[src/rtl/tpu_seq_ctrl.sv]
// tpu_seq_ctrl: sequencer for the two-layer fully-connected TPU datapath.
// A start request walks layer 1 and then layer 2. Each layer is processed in
// passes of LANES neurons. For every pass, the block clears the accumulators,
// streams IN multiply-accumulate steps, adds the bias and writes the result back.
//
// Ports:
//   i_clk         rising-edge clock
//   i_rst         synchronous active-low reset
//   i_start       inference request, sampled only while idle
//   o_ready       high only while idle
//   o_done        one-cycle pulse after the layer-2 write-back
//   o_layer_sel   0 = layer 1, 1 = layer 2
//   o_acc_clr     clear all lane accumulators
//   o_acc_en      accumulate in_data[o_in_addr] * weight[o_w_addr]
//   o_in_addr     input-vector index k
//   o_w_addr      weight address, pass*IN + k
//   o_bias_en     add bias word o_b_addr
//   o_b_addr      bias address (pass index)
//   o_wb_en       write lane results into result word o_wb_addr
//   o_wb_addr     result-word index (pass index)
//   o_lane_mask   valid lanes of the current pass
//   o_cycle_cnt   busy-cycle counter, only when TPU_SEQ_PERF_EN is defined
//
// Optional feature macro: TPU_SEQ_PERF_EN (adds o_cycle_cnt).
module tpu_seq_ctrl #(
  parameter int LANES  = 8,
  parameter int L1_IN  = 62,
  parameter int L1_OUT = 30,
  parameter int L2_OUT = 10,
  parameter int AW     = 10
) (
  input  logic             i_clk,
  input  logic             i_rst,
  input  logic             i_start,
  output logic             o_ready,
  output logic             o_done,
  output logic             o_layer_sel,
  output logic             o_acc_clr,
  output logic             o_acc_en,
  output logic [7:0]       o_in_addr,
  output logic [AW-1:0]    o_w_addr,
  output logic             o_bias_en,
  output logic [3:0]       o_b_addr,
  output logic             o_wb_en,
  output logic [3:0]       o_wb_addr,
  output logic [LANES-1:0] o_lane_mask
`ifdef TPU_SEQ_PERF_EN
  ,
  output logic [15:0]      o_cycle_cnt
`endif
);

  typedef enum logic [2:0] {S_IDLE, S_CLR, S_MAC, S_BIAS, S_WB, S_DONE} state_t;

  localparam logic [7:0] IN1  = 8'(L1_IN);
  localparam logic [7:0] IN2  = 8'(L1_OUT);
  localparam logic [7:0] OUT1 = 8'(L1_OUT);
  localparam logic [7:0] OUT2 = 8'(L2_OUT);
  localparam logic [3:0] NP1  = 4'((L1_OUT + LANES - 1) / LANES);
  localparam logic [3:0] NP2  = 4'((L2_OUT + LANES - 1) / LANES);

  state_t           r_state, w_nextState;
  logic [7:0]       r_k, w_nextK;
  logic [3:0]       r_pass, w_nextPass;
  logic             r_layer, w_nextLayer;

  logic [7:0]       w_curIn;
  logic [3:0]       w_curNpass;
  logic [7:0]       w_nextIn;
  logic [7:0]       w_nextOut;
  logic [3:0]       w_nextNpass;
  logic [AW-1:0]    w_wAddr;
  logic [LANES-1:0] w_nextMask;
  logic             w_inPass;

  assign w_curIn     = r_layer ? IN2 : IN1;
  assign w_curNpass  = r_layer ? NP2 : NP1;
  assign w_nextIn    = w_nextLayer ? IN2 : IN1;
  assign w_nextOut   = w_nextLayer ? OUT2 : OUT1;
  assign w_nextNpass = w_nextLayer ? NP2 : NP1;

  // Next-state logic for the phase, the input index and the pass/layer position.
  always_comb begin
    w_nextState = r_state;
    w_nextK     = r_k;
    w_nextPass  = r_pass;
    w_nextLayer = r_layer;
    case (r_state)
      S_IDLE: begin
        if (i_start) begin
          w_nextState = S_CLR;
          w_nextK     = '0;
          w_nextPass  = '0;
          w_nextLayer = 1'b0;
        end
      end
      S_CLR: begin
        w_nextState = S_MAC;
        w_nextK     = '0;
      end
      S_MAC: begin
        if (r_k == w_curIn - 8'd1) begin
          w_nextState = S_BIAS;
        end else begin
          w_nextK = r_k + 8'd1;
        end
      end
      S_BIAS: w_nextState = S_WB;
      S_WB: begin
        if (r_pass < w_curNpass - 4'd1) begin
          w_nextState = S_CLR;
          w_nextPass  = r_pass + 4'd1;
        end else if (!r_layer) begin
          w_nextState = S_CLR;
          w_nextLayer = 1'b1;
          w_nextPass  = '0;
        end else begin
          w_nextState = S_DONE;
        end
      end
      S_DONE: begin
        w_nextState = S_IDLE;
        w_nextLayer = 1'b0;
        w_nextPass  = '0;
        w_nextK     = '0;
      end
      default: w_nextState = S_IDLE;
    endcase
  end

  // Output values are derived from the next state so that every output is a
  // flop aligned with the state it describes. The lane mask trims the surplus
  // lanes of the final pass and stays constant for the whole pass.
  always_comb begin
    w_wAddr    = AW'(w_nextPass) * AW'(w_nextIn) + AW'(w_nextK);
    w_inPass   = (w_nextState == S_CLR) || (w_nextState == S_MAC) ||
                 (w_nextState == S_BIAS) || (w_nextState == S_WB);
    w_nextMask = '0;
    if (w_inPass) begin
      for (int i = 0; i < LANES; i++) begin
        w_nextMask[i] = (w_nextPass != w_nextNpass - 4'd1) ||
                        ((int'(w_nextPass) * LANES + i) < int'(w_nextOut));
      end
    end
  end

  // State and output registers; a low reset aborts any run immediately.
  always_ff @(posedge i_clk) begin
    if (!i_rst) begin
      r_state     <= S_IDLE;
      r_k         <= '0;
      r_pass      <= '0;
      r_layer     <= 1'b0;
      o_ready     <= 1'b1;
      o_done      <= 1'b0;
      o_layer_sel <= 1'b0;
      o_acc_clr   <= 1'b0;
      o_acc_en    <= 1'b0;
      o_in_addr   <= '0;
      o_w_addr    <= '0;
      o_bias_en   <= 1'b0;
      o_b_addr    <= '0;
      o_wb_en     <= 1'b0;
      o_wb_addr   <= '0;
      o_lane_mask <= '0;
    end else begin
      r_state     <= w_nextState;
      r_k         <= w_nextK;
      r_pass      <= w_nextPass;
      r_layer     <= w_nextLayer;
      o_ready     <= (w_nextState == S_IDLE);
      o_done      <= (w_nextState == S_DONE);
      o_layer_sel <= w_nextLayer;
      o_acc_clr   <= (w_nextState == S_CLR);
      o_acc_en    <= (w_nextState == S_MAC);
      o_in_addr   <= (w_nextState == S_MAC) ? w_nextK : 8'd0;
      o_w_addr    <= (w_nextState == S_MAC) ? w_wAddr : '0;
      o_bias_en   <= (w_nextState == S_BIAS);
      o_b_addr    <= (w_nextState == S_BIAS) ? w_nextPass : 4'd0;
      o_wb_en     <= (w_nextState == S_WB);
      o_wb_addr   <= (w_nextState == S_WB) ? w_nextPass : 4'd0;
      o_lane_mask <= w_nextMask;
    end
  end

`ifdef TPU_SEQ_PERF_EN
  logic [15:0] r_cycleCnt;

  // Busy-cycle counter: restarts with each accepted start and then freezes in
  // idle, so it reports the length of the last run.
  always_ff @(posedge i_clk) begin
    if (!i_rst) begin
      r_cycleCnt <= '0;
    end else if (r_state == S_IDLE) begin
      if (i_start) begin
        r_cycleCnt <= '0;
      end
    end else begin
      r_cycleCnt <= r_cycleCnt + 16'd1;
    end
  end

  assign o_cycle_cnt = r_cycleCnt;
`endif

endmodule

[config.mk]
export PLATFORM = sky130hd
export DESIGN_NAME = tpu_seq_ctrl
export DESIGN_NICKNAME = d
export VERILOG_FILES = /design/src/rtl/tpu_seq_ctrl.sv
export SDC_FILE = /design/constraint.sdc
export NUM_CORES = 1
export LEC_CHECK = 0
export ABC_AREA = 1
export CORE_UTILIZATION = 50
export CTS_CLUSTER_DIAMETER = 30
export DETAILED_ROUTE_END_ITERATION = 10
export PLACE_DENSITY = 0.83
export SLEW_MARGIN = 10
export SYNTH_ARGS = -nofsm -noshare
export SYNTH_HDL_FRONTEND = slang
export SYNTH_SLANG_ARGS = --single-unit
[constraint.sdc]
create_clock -name i_clk -period 5.5 [get_ports i_clk]
set_input_delay 1.1 -clock i_clk [delete_from_list [all_inputs] [get_ports i_clk]]
set_output_delay 1.1 -clock i_clk [all_outputs]
set_load 0.005 [all_outputs]
==> flow_metrics.tcl <==
set metrics [dict create \
    fin_tns_setup_ps 0 \
    grt_max_degree 17 \
    crit_fanout 8 \
    p_leak_nw 1.69 \
    clkTransAtPathRegs_ps 90 \
    final_area_um2 3420 \
    placementRows 27 \
    fin_nets 422 \
    final.period_utilization_pct 86.3 \
    fmax_ghz 0.211 \
    critical-path-slowest-cell "fa_1" \
    grt_use_total_pct 19.7 \
    critPathTopFamily "adder cells" \
    dieArea_um2 6010 \
    routed_wl_um 5400 \
    drive_gt1_share_pct 16.1 \
    drt_first_pass_iters 4 \
    synth.distinct_cells 36 \
    hold_ws_ps 579 \
    pre_cts_ws_ps 396 \
    cts.htree.levels 2 \
    ant_nets 0 \
    dpl-instance-area_um2 3330 \
    viasPerCell 4.95 \
    grt_overflow 0 \
    synth-edff-count 0 \
    drt-initial-drc-count 148 \
    fin_skew_ps 9.11 \
    core_um2 5510 \
    cts_made_buffers 5 \
    startpoint_type "input port" \
    final.min_clock_period_ps 4750 \
    hpwl_um 4190 \
    layout_setup_ws_ps 751 \
    globalplace.congestion 0.872 \
    power_w 0.000667 \
    worstPathArrival_ps 4950 \
    cts_resized 0 \
    synth_cells 340 \
    cap_viol_max_count 0 \
    critPathCaptureType "flip-flop" \
    grt_pass1_vias 2189 \
    yosysTopAreaCellShare_pct 35.8 \
    hold_class "reg -> reg" \
    setup_viol 0 \
    yosys_warnings 0 \
    antenna-diode-count 0 \
    avgSynthCellArea_um2 8.38 \
    cts_tree "built" \
    status "complete, no violations" \
    portBuffers 43 \
    async_flop_share_pct 0 \
    syn_to_final_growth_pct 20.0 \
    slew_headroom_pct 58.9 \
    cts_max_path_buffers 2 \
    grt_pass1_wl_um 9430 \
    p_per_area_nw_per_um2 195 \
    post_drt_wl_per_cell_um 11.8 \
    cts_setup_buffers 0 \
    vias 2260 \
    syn_nets 377 \
    hold_viol 0 \
    ys_ff_latch 51 \
    die_h_um 77.5 \
    antenna_found_initial 0 \
    rsz0062_at_grt "false" \
    initial_core_util_pct 51.8 \
    ir_drop_v 0.000136 \
    synth_seq_area_share_pct 35.8 \
    synth_area_um2 2850 \
    clkSinkCount 51 \
    synthTopCellsByArea "dfxtp_1, ha_1, inv_1" \
    drv_slew 0 \
    synth_top_cell_by_area "dfxtp_1" \
    crit_top_cell "nand2_1" \
    critPathKind "in -> reg" \
    worst-path-buf-inv 4 \
    fillers 475 \
    drc 0 \
    max_stage_delay_ps 700 \
    synth_top_flop_cell "dfxtp_1" \
    cp_cell_sequence "clkdlybuf4s50_1 -> inv_1 -> nand2_4 -> nand3_4 -> inv_1 -> nand2_1 -> nand2_1 -> fa_1 -> fa_1 -> fa_1 -> inv_1 -> ha_1 -> a21oi_1 -> nand2_1 -> nand2_1 -> nand2_1 -> nand2_1 -> nand2_1 -> o21ai_2 -> a21oi_2" \
    cts_hold_buf 0 \
    cts_root_buffer "clkbuf_8" \
    die_x_um 77.5 \
    worstSkewPairLatency_ps 310 \
    io-pin-count 44 \
    r2r_slack_ps 940 \
    tightest_slew_ps 616 \
    critical_path_required_ps 5700 \
]
## state kept, by name, summed over array words and instances (netlist names), 3 cells and up
register / count
o_w_addr: 9
o_in_addr: 8
r_k: 8
o_b_addr: 4
o_lane_mask: 4
o_wb_addr: 4
r_pass: 4
r_state: 3
## final timing paths
kind	start	endpoint	depth (start not counted)
worst max register to register	r_layer$_SDFF_PN0_	o_w_addr[7]$_SDFF_PN0_	20
worst max-delay path	i_start	o_w_addr[7]$_SDFF_PN0_	20
worst min-delay path	r_k[1]$_SDFF_PN0_	o_in_addr[1]$_SDFF_PN0_	2
worst min register to register	r_k[1]$_SDFF_PN0_	o_in_addr[1]$_SDFF_PN0_	2
## worst register-to-register path, stage by stage (launching register included)
cell and delay [ps]:
dfxtp_1 550, ha_1 300, nand2_1 110, nand3_2 180, nand2_1 110, nand2_1 50
nand2_1 60, nand2_1 250, fa_1 700, fa_1 460, fa_1 520, inv_1 50
ha_1 360, a21oi_1 170, nand2_1 150, nand2_1 100, nand2_1 50, nand2_1 50
nand2_1 90, o21ai_2 130, a21oi_2 40
## cells in the final DEF (no fill, tap or decap)
cell type | synthesis | routed
o21ai_0 | 5 | 5
a21oi_2 | 8 | 8
o21bai_1 | 1 | 1
inv_6 | 1 | 1
inv_2 | 5 | 5
clkdlybuf4s50_1 | 0 | 43
nor2_1 | 44 | 44
nor2_8 | 1 | 1
a31oi_1 | 1 | 1
inv_1 | 59 | 59
o311ai_2 | 1 | 1
o21ai_1 | 2 | 2
nor2_2 | 3 | 3
nand3_1 | 9 | 9
clkinv_2 | 0 | 1
o211ai_1 | 1 | 1
clkbuf_8 | 0 | 6
nand4_1 | 3 | 3
nand3_4 | 2 | 2
dfxtp_1 | 51 | 51
buf_4 | 5 | 2
nand2_2 | 8 | 8
ha_1 | 23 | 23
o21a_1 | 1 | 1
nand3_2 | 6 | 6
clkinv_1 | 1 | 1
nand2_4 | 3 | 3
nor3_2 | 2 | 2
nor3_1 | 2 | 2
o22ai_2 | 1 | 1
fa_1 | 11 | 11
o21ai_2 | 7 | 7
a21oi_1 | 7 | 7
nor2_4 | 4 | 4
or2_4 | 1 | 1
xor2_1 | 1 | 1
nand2_1 | 58 | 58
## report_power, final
part | internal, W | leakage, nW | switching (W)
logic | 0.0000291 | 1.23 | 0.0000360
registers | 0.000377 | 0.413 | 0.00000454
clock network | 0.0000991 | 0.0470 | 0.000122
## final cells by class
cell class	count	area, um^2	area share (%)
Multi-Input combinational cell	216	1520	44.6
Clock buffer	6	82.6	2.41
Clock inverter	1	5.00	0.146
Timing Repair Buffer	45	445	13.0
Inverter	66	253	7.39
Tap cell	72	90.1	2.63
Sequential cell	51	1020	29.8
## per-stage QoR
| step | util, % | std cells |
|---|---|---|
| finish | 62.1 | 457 |
| global route | 62.1 | 457 |
| CTS | 62.1 | 457 |
| detailed placement | 60.5 | 450 |
| global placement | 60.5 | 450 |
| floorplan | - | 340 |
## kinds of logic after synthesis
kind of cell / share of synthesized area [%]
xor gates and xnor gates: 0.307
buffers and inverters: 10.7
adders and majority gates: 17.8
and+or+nand+nor: 26.3
AOI/OAI and AO/OA: 9.09
DFF: 35.8
## synthesized netlist by cell type (3+ instances only)
| master | number |
|---|---|
| nor2_2 | 3 |
| inv_2 | 5 |
| o21ai_2 | 7 |
| dfxtp_1 | 51 |
| buf_4 | 5 |
| nand3_2 | 6 |
| nand2_1 | 58 |
| inv_1 | 59 |
| nand2_4 | 3 |
| a21oi_2 | 8 |
| o21ai_0 | 5 |
| nand4_1 | 3 |
| nand2_2 | 8 |
| nand3_1 | 9 |
| nor2_4 | 4 |
| ha_1 | 23 |
| nor2_1 | 44 |
| fa_1 | 11 |
| a21oi_1 | 7 |
## per-layer routing
layer  wire length, um  global-route usage [%]
met5                 0                       0
met4                75                    7.74
met3               190                    3.41
met2              2730                    33.5
met1              2410                    24.7
No activity file was read; power rests on OpenSTA's default activity.
